### src/rtl/pipeline_ctrl_pkg.sv
// Shared types, constants and helpers for the pipeline stall controller.
package pipeline_ctrl_pkg;

  typedef enum logic [1:0] {
    RUN       = 2'd0,
    LU_BUBBLE = 2'd1,
    MEM_WAIT  = 2'd2
  } state_t;

  localparam logic [31:0] NOP_INSTR = 32'h0000_0013;

  // Saturating increment on a 64-bit container; callers pass their own ceiling.
  function automatic logic [63:0] sat_inc(input logic [63:0] value,
                                          input logic [63:0] max_value);
    if (value >= max_value) begin
      return value;
    end else begin
      return value + 64'd1;
    end
  endfunction

endpackage

### src/rtl/pipeline_stall_controller_if_id_reg.sv
// IF/ID pipeline register: load on write enable, insert NOP on flush, else hold.
module if_id_reg
  import pipeline_ctrl_pkg::*;
#(
  parameter int XLEN = 32
) (
  input  logic            clk,
  input  logic            rst,
  input  logic            we,
  input  logic            flush,
  input  logic [XLEN-1:0] in_pc,
  input  logic [31:0]     in_instr,
  output logic [XLEN-1:0] pc,
  output logic [31:0]     instr,
  output logic            valid
);

  // Flush has priority over write; an idle enable holds the decode slot.
  always_ff @(posedge clk) begin
    if (rst) begin
      pc    <= {XLEN{1'b0}};
      instr <= NOP_INSTR;
      valid <= 1'b0;
    end else if (flush) begin
      pc    <= {XLEN{1'b0}};
      instr <= NOP_INSTR;
      valid <= 1'b0;
    end else if (we) begin
      pc    <= in_pc;
      instr <= in_instr;
      valid <= 1'b1;
    end else begin
      pc    <= pc;
      instr <= instr;
      valid <= valid;
    end
  end

endmodule

### src/rtl/pipeline_stall_controller.sv
// Turns load-use, branch and data-memory events into pipeline enables,
// owns the IF/ID register and the stall/flush performance counters.
module pipeline_stall_controller
  import pipeline_ctrl_pkg::*;
#(
  parameter int XLEN  = 32,
  parameter int CNT_W = 32
) (
  input  logic             clk,
  input  logic             rst,
  input  logic             stall_req,
  input  logic             branch_taken,
  input  logic             dmem_busy,
  input  logic [XLEN-1:0]  if_pc,
  input  logic [31:0]      if_instr,
  output logic             pc_write,
  output logic             id_ex_bubble,
  output logic             ex_mem_hold,
  output logic [XLEN-1:0]  if_id_pc,
  output logic [31:0]      if_id_instr,
  output logic             if_id_valid,
  output logic [CNT_W-1:0] stall_cycles,
  output logic [CNT_W-1:0] flush_count
);

  localparam logic [63:0] CNT_MAX = 64'({CNT_W{1'b1}});

  state_t state;
  state_t state_next;
  logic   if_id_we;
  logic   if_id_flush;
  logic   flush_evt;

  // State register; reset aborts any stall or wait in progress.
  always_ff @(posedge clk) begin
    if (rst) begin
      state <= RUN;
    end else begin
      state <= state_next;
    end
  end

  // Next state and control outputs; priority rst > dmem_busy > branch > load-use.
  always_comb begin
    state_next   = state;
    pc_write     = 1'b0;
    id_ex_bubble = 1'b0;
    ex_mem_hold  = 1'b0;
    if_id_we     = 1'b0;
    if_id_flush  = 1'b0;
    flush_evt    = 1'b0;
    if (rst) begin
      id_ex_bubble = 1'b1;
      state_next   = RUN;
    end else begin
      case (state)
        MEM_WAIT: begin
          // Frozen while busy, plus one recovery cycle once it drops.
          ex_mem_hold = 1'b1;
          if (dmem_busy) begin
            state_next = MEM_WAIT;
          end else begin
            state_next = RUN;
          end
        end
        RUN, LU_BUBBLE: begin
          if (dmem_busy) begin
            ex_mem_hold = 1'b1;
            state_next  = MEM_WAIT;
          end else if (branch_taken) begin
            pc_write     = 1'b1;
            id_ex_bubble = 1'b1;
            if_id_flush  = 1'b1;
            flush_evt    = 1'b1;
            state_next   = RUN;
          end else if (stall_req && (state == RUN)) begin
            // Only one bubble per load: in LU_BUBBLE the load is in MEM and forwards.
            id_ex_bubble = 1'b1;
            state_next   = LU_BUBBLE;
          end else begin
            pc_write   = 1'b1;
            if_id_we   = 1'b1;
            state_next = RUN;
          end
        end
        default: begin
          state_next = RUN;
        end
      endcase
    end
  end

  // Saturating performance counters, cleared by reset.
  always_ff @(posedge clk) begin
    if (rst) begin
      stall_cycles <= {CNT_W{1'b0}};
      flush_count  <= {CNT_W{1'b0}};
    end else begin
      if (!pc_write) begin
        stall_cycles <= CNT_W'(sat_inc(64'(stall_cycles), CNT_MAX));
      end else begin
        stall_cycles <= stall_cycles;
      end
      if (flush_evt) begin
        flush_count <= CNT_W'(sat_inc(64'(flush_count), CNT_MAX));
      end else begin
        flush_count <= flush_count;
      end
    end
  end

  if_id_reg #(
    .XLEN(XLEN)
  ) u_if_id_reg (
    .clk      (clk),
    .rst      (rst),
    .we       (if_id_we),
    .flush    (if_id_flush),
    .in_pc    (if_pc),
    .in_instr (if_instr),
    .pc       (if_id_pc),
    .instr    (if_id_instr),
    .valid    (if_id_valid)
  );

endmodule
### config.mk
export PLATFORM = sky130hd
export DESIGN_NAME = pipeline_stall_controller
export DESIGN_NICKNAME = d
export VERILOG_FILES = /design/src/rtl/pipeline_ctrl_pkg.sv /design/src/rtl/pipeline_stall_controller_if_id_reg.sv /design/src/rtl/pipeline_stall_controller.sv
export SDC_FILE = /design/constraint.sdc
export NUM_CORES = 1
export LEC_CHECK = 0
export ABC_AREA = 1
export BUFFER_PORTS_ARGS = -buffer_cell sky130_fd_sc_hd__buf_2
export CAP_MARGIN = 20
export CORE_MARGIN = 3
export CORE_UTILIZATION = 46
export DETAILED_ROUTE_END_ITERATION = 7
export HOLD_SLACK_MARGIN = 0.02
export PLACE_DENSITY_LB_ADDON = 0.1
export SLEW_MARGIN = 5
export SYNTH_ARGS = -nofsm -noshare
export SYNTH_HDL_FRONTEND = slang
export SYNTH_SLANG_ARGS = --single-unit
### constraint.sdc
create_clock -name clk -period 1.6 [get_ports clk]
set_input_delay 0.16 -clock clk [delete_from_list [all_inputs] [get_ports clk]]
set_output_delay 0.16 -clock clk [all_outputs]
set_load 0.01 [all_outputs]
==> metrics.yaml, run 1 <==
fp.coreArea_mm2: 0.01340
grt_usage_pct: 24.98
holdPathEnd: "stall_cycles[4]"
period_share_pct: 103.2
rsz0062_at_grt: "yes"
rr_startpoint: "stall_cycles[24]"
fp.dieH_um: 123.9
min_delay_path_depth: 2
synth_area_leaders: "dfxtp_1, nand2_1, nor2_1"
yosysMostFrequentCell: "nand2_1"
drive_gt1_share_pct: 36.27
grt_pass1_vias: 6318
p_per_area_mw_per_mm2: 837.4
postSynth.asyncResetShare_pct: 0
yosys_register_bits: 131
start_kind: "register"
synth_top_cells_by_count: "nand2_1, nor2_1, dfxtp_1"
die_area_mm2: 0.01534
ys_seq_area_share_pct: 41.05
viasPerCell: 4.983
drt-total-wl_mm: 20.70
syn_inst: 957
drtIter0Drc: 487
synth-edff-count: 0
path_class: "reg2reg"
fmax_mhz: 605.6
regArea_mm2: 0.002675
yosysWarnings: 0
worstPathMaxFanout: 8
clock_skew_ns: 0.01049
hold_viol: 0
grt_max_degree: 62
p_comb_share_pct: 8.7
overflow: 0
seqPwrFrac_pct: 41.3
tightest_slew_ns: 0.5804
syn_nets: 1028
fin_nets: 1351
crit_arrival_ns: 1.96
synth_top_cell_by_area: "dfxtp_1"
intPower_mw: 6.185
violations: "setup timing"
finalCriticalPeriod_ns: 1.651
grt_antenna_before_repair: 1
die_x_um: 123.9
leakagePower_nw: 4.586
first_pass_iters: 5
vias: 7325
htreeDepth: 4
reg2reg_setup_slack_ns: -0.05
synth_cell_types: 31
multi_input_area_mm2: 0.003473
cts_tree: "yes"
reg2regPathDepth: 8
avgRoutedWirePerCell_um: 14.08
synth_top_area_share_pct: 41.05
hold_start: "rst"
clock_sinks: 131
hp-class: "in2reg"
dp_slack_ns: -0.07226
worst_slack_ns: -0.05114
place_congestion: 0.8719
rows: 42
io_pins: 201
ctsRootBufferMaster: "clkbuf_16"
max-vdd-ir-drop_v: 0.0006739
grt_first_pass_wirelength_mm: 30.43
clk_latency_ns: 0.42
cts_buffers: 17
numPortBuffers: 200
syn_area_mm2: 0.006389
start_util_pct: 47.68
drc: 0
ant_nets: 0
synthFlopType: "dfxtp_1"
clkTransAtPathRegs_ns: 0.06
synth.avg_cell_area_um2: 6.676
power_switching_mw: 2.003
setup_violations: 5
place_hpwl_mm: 13.44
area.growth.synth_to_final_pct: 53.06
cp.required_ns: 1.91
p_clk_share_pct: 50.0
sw_frac_of_total_pct: 24.46
drv_cap: 0
slew_headroom_pct: 61.31
crit_path_end_kind: "register"
status: "finished with violations"
r2r_end: "stall_cycles[2]"
maxSlewViolCount: 0
cts.path.max_buffers: 2
fillers: 1063
final_core_util_pct: 72.97
[kinds of logic after synthesis]
kind of cell             Yosys count  share of synthesized area [%]
AO/OA/AOI/OAI                    184                          14.47
XOR/XNOR                           5                         0.6856
adder cells (fa/ha/maj)            2                         0.3916
AND/OR/NAND/NOR                  467                          32.67
buffers and inverters            168                          10.73
flip-flops                       131                          41.05
[worst max-delay path by stage]
stage	endpoint	start	slack [ns]	cells after the start
after floorplan	flush_count[5]	flush_count[1]	-0.007	9
after global placement	flush_count[18]	flush_count[0]	-0.01	10
after detailed placement	stall_cycles[19]	stall_cycles[1]	-0.07	8
after CTS	flush_count[28]	flush_count[0]	0.01	11
after global routing	stall_cycles[2]	stall_cycles[24]	-0.16	8
final	stall_cycles[2]	stall_cycles[24]	-0.05	8
[per-layer routing]
metal / GRT usage, % / vias up / routed length, um
met2: 39.41 / 282 / 9851
met3: 8.401 / 36 / 1800
li1: - / 3703 / -
met1: 32.09 / 3304 / 8603
met5: 0 / - / 0
met4: 8.374 / 0 / 446
[state kept, by name, indices dropped and copies added, names as in the netlist]
signal             flops
flush_count           32
u_if_id_reg.instr     32
stall_cycles          32
state                  2
u_if_id_reg.valid      1
u_if_id_reg.pc        32
[power groups by stage]
stage / Clock, mW / Sequential (mW) / Combinational, mW
floorplan: 0 / 3.50 / 0.269
global placement: 0 / 3.46 / 0.567
detailed placement: 0 / 3.46 / 0.572
CTS: 4.12 / 3.39 / 0.663
global route: 4.26 / 3.39 / 0.792
finish: 4.09 / 3.39 / 0.711
[stage by stage]
step                      std cells  power (mW)  hold slack [ns]   TNS [ns]  cell area [um2]
final                          1470       8.188          0.01173    -0.1274             9778
after global placement         1367       4.025           0.4160   -0.03492             8003
after detailed placement       1367       4.031           0.4268     -2.035             8003
after floorplan                 957       3.769           0.2297  -0.007365             6391
after global routing           1470       8.449          0.02610     -3.141             9778
after CTS                      1444       8.176          0.02072          0             9134
[repair_timing]
action | in CTS | in global routing
gates cloned | 1 | 5
setup endpoints to repair | 47 | 108
setup buffers | 3 | 19
resized for setup | 19 | 121
endpoints found under the hold margin | 40 | 1
hold buffers | 41 | 1
pin swaps | 7 | 28
[cell usage in the layout (no fill, tap or decap), types with 7 or more instances in the layout]
master / count
buf_2: 200
nand2_1: 174
inv_1: 122
nor2_1: 122
a21oi_1: 108
dfxtp_1: 105
buf_4: 83
o21ai_0: 64
nand3_1: 56
dlygate4sd3_1: 42
nor2_2: 31
clkbuf_16: 21
nor2_4: 18
dfxtp_2: 18
nand2_2: 13
nand3_2: 13
nand4_1: 11
inv_2: 8
nand2_4: 8
dfxtp_4: 8
a21oi_2: 7
[layout make-up]
| type | count | share of cell area, % |
|---|---|---|
| Timing Repair Buffer | 339 | 23.51 |
| Sequential cell | 131 | 27.36 |
| Multi-Input combinational cell | 660 | 35.52 |
| Tap cell | 176 | 2.252 |
| Clock buffer | 18 | 4.491 |
| Inverter | 131 | 5.042 |
| Clock inverter | 14 | 1.804 |
| Antenna cell | 1 | 0.02559 |
[critical path, stage by stage (launching register included)]
cell	delay [ns]
dfxtp_2	0.39
nand4_1	0.25
nor2_4	0.23
nand3_4	0.20
buf_8	0.20
nand2_8	0.08
nand2_1	0.05
nand2_1	0.07
nor2_1	0.06
No activity file was read; power rests on OpenSTA's default activity.
==> run 2, diff against run 1 <==
--- a/config.mk
+++ b/config.mk
@@ -14,3 +14,5 @@
 export HOLD_SLACK_MARGIN = 0.02
+export MAX_ROUTING_LAYER = met4
 export PLACE_DENSITY_LB_ADDON = 0.1
+export SETUP_SLACK_MARGIN = 0.05
 export SLEW_MARGIN = 5
==> constraint.sdc (replaced) <==
create_clock -name clk -period 1.6 [get_ports clk]
set_input_delay 0.24 -clock clk [delete_from_list [all_inputs] [get_ports clk]]
set_output_delay 0.24 -clock clk [all_outputs]
set_load 0.01 [all_outputs]
==> metrics.yaml, run 2 (synthesis results as in run 1) <==
status: "finished with violations"
violations: "setup timing"
mostFrequentLayoutCells: "buf_2, nand2_1, inv_1, nor2_1, dfxtp_1"
drv_cap: 0  # unchanged
grt_antenna_before_repair: 1  # unchanged
tightest_slew_ns: 0.4080  # -0.1724 ns
start_kind: "register"
cts_tree: "yes"
drtIter0Drc: 526  # +8.0%
max-vdd-ir-drop_v: 0.0007598  # +13%
cts.path.max_buffers: 2  # unchanged
ctsRootBufferMaster: "clkbuf_16"
first_pass_iters: 8  # +3
whs_ns: 0.05533  # +0.04359 ns
fillers: 1153  # +8.5%
overflow: 0  # unchanged
start_util_pct: 47.68  # unchanged
numPlacedInstances: 1379  # +0.88%
crit_arrival_ns: 1.37  # -0.59 ns
sw_frac_of_total_pct: 24.16  # -0.30 points
grt_usage_pct: 25.65  # +0.67 points
vias: 7086  # -3.3%
avgRoutedWirePerCell_um: 14.00  # -0.60%
layout_commonest_cell: "buf_2"
htreeDepth: 4  # unchanged
viasPerCell: 4.938  # -0.90%
fmax_mhz: 622.8  # +2.8%
final_cell_count_no_fill: 1435  # -2.4%
final_core_util_pct: 70.65  # -2.3 points
p_comb_share_pct: 7.7  # -1.0 points
grt_max_degree: 62  # unchanged
cp.required_ns: 1.36  # -0.55 ns
place_congestion: 0.8405  # -3.6%
rows: 42  # unchanged
clk_latency_ns: 0.43  # about the same
ant_nets: 0  # unchanged
drive_gt1_share_pct: 39.30  # +3.0 points
cts_buffers: 17  # unchanged
grt_pass1_vias: 6303  # -0.24%
path_class: "reg2out"
fp.dieH_um: 123.9  # unchanged
hp-class: "in2reg"
worst_path_largest_cell_delay_ns: 0.34  # -0.05 ns
hold_start: "if_instr[4]"
drt-total-wl_mm: 20.09  # -3.0%
clock_skew_ns: 0.009150  # -0.001342 ns
hold_viol: 0  # unchanged
p_per_area_mw_per_mm2: 847.7  # +1.2%
grt_first_pass_wirelength_mm: 30.36  # -0.23%
slew_headroom_pct: 72.80  # +11 points
worst_slack_ns: -0.005545  # +0.04559 ns
slowest_stage: "dfxtp_2"
drc: 0  # unchanged
cp_cell_sequence: "inv_1, nand4_1, nand2_4, inv_2, buf_2"
crit_path_end_kind: "primary output"
hold_buffers: 0  # -100%
die_x_um: 123.9  # unchanged
worstPathMaxFanout: 5  # -3
clkTransAtPathRegs_ns: 0.06  # about the same
setup_violations: 1  # -4
finalCriticalPeriod_ns: 1.606  # -0.04559 ns
seqPwrFrac_pct: 42.3  # +1.0 points
cp_top_family: "flip-flops"
fin_nets: 1315  # -2.7%
io_pins: 201  # unchanged
rr_startpoint: "flush_count[1]"
rsz0062_at_grt: "yes"
power_switching_mw: 1.939  # -3.2%
leakagePower_nw: 4.426  # -3.5%
area.growth.synth_to_final_pct: 48.20
place_hpwl_mm: 13.38  # -0.40%
p_clk_share_pct: 50.0  # about the same
tns_ns: -0.005545  # +0.1218 ns
numPortBuffers: 200  # unchanged
fp.coreArea_mm2: 0.01340  # unchanged
intPower_mw: 6.087  # -1.6%
maxSlewViolCount: 0  # unchanged
power_mw: 8.026  # -2.0%
crit_buf_inv: 3  # +2
period_share_pct: 100.3  # -2.8 points
die_area_mm2: 0.01534  # unchanged
clock_sinks: 131  # unchanged
cp-startpoint: "state[1]"
[run 2: cell count changes in the layout (fill, tap and decap cells not counted), sizes merged, moves of 2 or more]
| cell | change |
|---|---|
| clkinv | -2 |
| inv | -3 |
| clkinvlp | +2 |
| buf | +8 |
| dlygate4sd3 | -42 |
| clkbuf | +2 |
[run 2: power by group through the flow]
stage / Combinational [mW] / Sequential, mW / Clock [mW]
after floorplan: 0.269 / 3.50 / 0
after global placement: 0.564 / 3.46 / 0
after detailed placement: 0.570 / 3.46 / 0
after CTS: 0.591 / 3.39 / 4.05
after global routing: 0.697 / 3.40 / 4.21
final: 0.620 / 3.39 / 4.01
[run 2: area by class of cell]
type | instances | area [um2] | share of cell area, %
well taps | 176 | 220.2 | 2.326
clock buffers | 22 | 484.2 | 5.114
multi-input cells | 660 | 3576 | 37.77
flip-flops and latches | 131 | 2655 | 28.04
inverters | 131 | 495.5 | 5.233
diodes | 2 | 5.005 | 0.05286
repair buffers | 303 | 1909 | 20.17
clock inverters | 10 | 122.6 | 1.295
[run 2: final timing paths]
path | to | slack, ns | cells after the start
max | pc_write | -0.006 | 5
min | u_if_id_reg.instr[4] | 0.06 | 3
max reg2reg | flush_count[11] | 0.01 | 9
min reg2reg | u_if_id_reg.pc[20] | 0.44 | 2
[run 2: layer usage]
metal  share of wire, %  wire, um  GRT usage, %  vias up
li1                   -         -             -     3623
met1                 43      8601         32.64     3178
met2                 48      9586         39.10      251
met3                7.7      1544         7.084       34
met4                1.8       355         9.343        0
met5                  0         0             -        -
[run 2: tightest hold or removal path: stages]
cell and delay (ns):
buf_2 0.09, inv_1 0.03, o21ai_0 0.06
[run 2: repair_timing]
action / CTS / global route
setup endpoints to repair: 54 / 100
setup buffers: 5 / 12
resized for setup: 38 / 113
pin swaps: 5 / 40
cloned: 3 / 2
[run 2: through the flow]
stage	instance area [um2]	setup slack [ns]
2_1_floorplan	6394	0.04433
3_3_place_gp	8108	0.02367
3_5_place_dp	8108	-0.03202
4_1_cts	8945	0.001523
5_1_grt	9465	-0.06395
6_report	9468	-0.005545
==> run 3, diff against run 2 <==
- ABC_AREA: 1 -> not set
- CORE_UTILIZATION: 46 -> 45
==> metrics.yaml, run 3 <==
status: "finished with violations"
violations: "setup timing"
r2r_end: "stall_cycles[23]"
p_comb_share_pct: 8.7  # +1.0 points
synth.avg_cell_area_um2: 8.296  # +24%
holdPathEnd: "u_if_id_reg.instr[1]"
vias: 7197  # +1.6%
final_core_util_pct: 86.90  # +16 points
fin_area_mm2: 0.01066  # +13%
grt_usage_pct: 28.95  # +3.3 points
drc: 0  # unchanged
synth-edff-count: 0  # unchanged
slowest_stage: "or3b_4"
max-vdd-ir-drop_v: 0.0007031  # -7.5%
ant_nets: 0  # unchanged
fp.dieH_um: 118.9  # -4.0%
grt_max_degree: 64  # +3.2%
synth_top_cell_by_area: "dfxtp_1"
crit_path_end_kind: "register"
rows: 40  # -4.8%
rsz0062_at_grt: "yes"
clock_skew_ns: 0.008031  # -0.001119 ns
power_switching_mw: 1.919  # -1.0%
synth_top_area_share_pct: 45.68  # +4.6 points
tns_ns: -25.74  # -25.74 ns
worst_slack_ns: -0.3789  # -0.3733 ns
worstPathMaxFanout: 5  # unchanged
postSynth.asyncResetShare_pct: 0  # unchanged
drtIter0Drc: 531  # +0.95%
leakagePower_nw: 4.778  # +8.0%
htreeDepth: 4  # unchanged
ys_seq_area_share_pct: 45.68  # +4.6 points
hold_start: "if_instr[1]"
yosys_register_bits: 131  # unchanged
drive_gt1_share_pct: 65.84  # +27 points
synth_area_leaders: "dfxtp_1, nand2_1, a21oi_1"
clk_latency_ns: 0.43  # about the same
fp.coreArea_mm2: 0.01226  # -8.5%
tightest_slew_ns: 0.7402  # +0.3321 ns
intPower_mw: 5.851  # -3.9%
die_x_um: 118.9  # -4.0%
min_delay_path_depth: 3  # unchanged
syn_inst: 692  # -28%
finalCriticalPeriod_ns: 1.979  # +0.3733 ns
whs_ns: 0.04714  # -0.008185 ns
p_clk_share_pct: 48.8  # -1.2 points
avgRoutedWirePerCell_um: 19.56  # +40%
cp_cell_sequence: "or3b_4, a211o_4, a211oi_4, nand3_2, mux2_4"
antenna_cells: 0  # -2
place_hpwl_mm: 13.16  # -1.6%
clkTransAtPathRegs_ns: 0.06  # about the same
reg2reg_setup_slack_ns: -0.38  # -0.39 ns
fin_nets: 1145  # -13%
path_class: "reg2reg"
hold_buffers: 0  # unchanged
yosysMostFrequentCell: "nand2_1"
hp-class: "in2reg"
grt_pass1_vias: 6754  # +7.2%
synthFlopType: "dfxtp_1"
sw_frac_of_total_pct: 24.70  # +0.54 points
viasPerCell: 5.739  # +16%
syn_area_mm2: 0.005741  # -10%
numPlacedInstances: 1175  # -15%
fmax_mhz: 505.3  # -19%
drt-total-wl_mm: 24.53  # +22%
worst_path_largest_cell_delay_ns: 0.42  # +0.08 ns
yosysWarnings: 0  # unchanged
cp.required_ns: 1.91  # +0.55 ns
dp_slack_ns: -0.3992  # -0.3672 ns
start_util_pct: 46.82  # -0.86 points
layout_commonest_cell: "buf_2"
final_cell_count_no_fill: 1254  # -13%
seqPwrFrac_pct: 42.5  # +0.2 points
cts.path.max_buffers: 2  # unchanged
maxSlewViolCount: 0  # unchanged
cts_tree: "yes"
period_share_pct: 123.7  # +23 points
die_area_mm2: 0.01415  # -7.8%
area.growth.synth_to_final_pct: 85.61
syn_nets: 763  # -26%
synth_top_cells_by_count: "nand2_1, dfxtp_1, a21oi_1"
io_pins: 201  # unchanged
numPortBuffers: 200  # unchanged
dpl-instance-area_mm2: 0.008330  # +2.7%
drv_cap: 0  # unchanged
ctsRootBufferMaster: "clkbuf_16"
power_mw: 7.770  # -3.2%
hold_viol: 0  # unchanged
crit_arrival_ns: 2.29  # +0.92 ns
setup_violations: 131  # +130
start_kind: "register"
reg2regPathDepth: 5  # -4
place_congestion: 0.8890  # +5.8%
p_per_area_mw_per_mm2: 729.2  # -14%
clock_sinks: 131  # unchanged
first_pass_iters: 6  # -2
synth_cell_types: 55  # +77%
slew_headroom_pct: 50.66  # -22 points
cp-startpoint: "state[0]"
rr_startpoint: "state[0]"
cts_buffers: 17  # unchanged
grt_antenna_before_repair: 0  # -1
mostFrequentLayoutCells: "buf_2, buf_4, nand2_1, dfxtp_1, a21oi_2"
grt_first_pass_wirelength_mm: 32.60  # +7.4%
overflow: 0  # unchanged
run 3: changes by cell type after synthesis, moves of 10 or more:
cell / before / now
a21oi_1: 115 / 101
o21ai_0: 65 / 17
o31ai_1: 0 / 17
nand3_1: 68 / 28
nor2_1: 154 / 36
or4_1: 0 / 14
nor2_2: 10 / 0
inv_1: 127 / 8
or3_1: 0 / 19
nand2_1: 186 / 161
run 3: logic make-up after synthesis:
| kind of cell | Yosys count | synth area share (%) |
|---|---|---|
| compound gates | 167 | 18.29 |
| mux | 6 | 1.199 |
| fa+ha+maj | 2 | 0.4359 |
| simple gates | 325 | 28.90 |
| xor+xnor | 15 | 2.289 |
| flops | 131 | 45.68 |
| buf+inv | 46 | 3.204 |
run 3: repair_timing:
item / 4_1_cts / 5_1_grt
gates cloned: 4 / 7
setup buffers: 23 / 16
gates resized for setup: 79 / 224
pin swaps: 51 / 133
setup endpoints to repair: 132 / 132
run 3: worst max-delay path by stage:
stage	to	slack (ns)	depth (start not counted)
6_report	stall_cycles[23]	-0.38	5
5_1_grt	flush_count[31]	-0.42	5
4_1_cts	stall_cycles[23]	-0.31	5
3_5_place_dp	stall_cycles[27]	-0.40	6
3_3_place_gp	stall_cycles[23]	-0.35	6
2_1_floorplan	stall_cycles[1]	-0.27	5
run 3: layout make-up:
class                   count  area (um2)
multi-input cells         516        4233
clock inverters             9       65.06
inverters                   8       30.03
well taps                 168       210.2
flip-flops and latches    131        2730
fillers                   607        1607
clock buffers              22       516.7
repair buffers            400        2870
run 3: power groups by stage:
stage / Sequential [mW] / Clock [mW] / Combinational, mW
global placement: 3.37 / 0 / 0.435
global route: 3.30 / 4.03 / 0.711
finish: 3.30 / 3.79 / 0.677
detailed placement: 3.38 / 0 / 0.445
floorplan: 3.40 / 0 / 0.173
CTS: 3.30 / 3.82 / 0.502
run 3: worst max-delay path: cells and delay by family, from the launching register on:
kind / cells / cell delay [ns]
AND/OR/NAND/NOR: 2 / 0.53
flip-flops: 1 / 0.35
multiplexers: 1 / 0.30
AO/OA/AOI/OAI: 2 / 0.67
run 3: routing by layer:
metal	GRT usage (%)	up-vias	share of wire, %
li1	-	3255	-
met1	33.40	3455	37
met2	48.63	381	51
met3	6.600	106	7.0
met4	12.09	0	4.7
met5	-	-	0
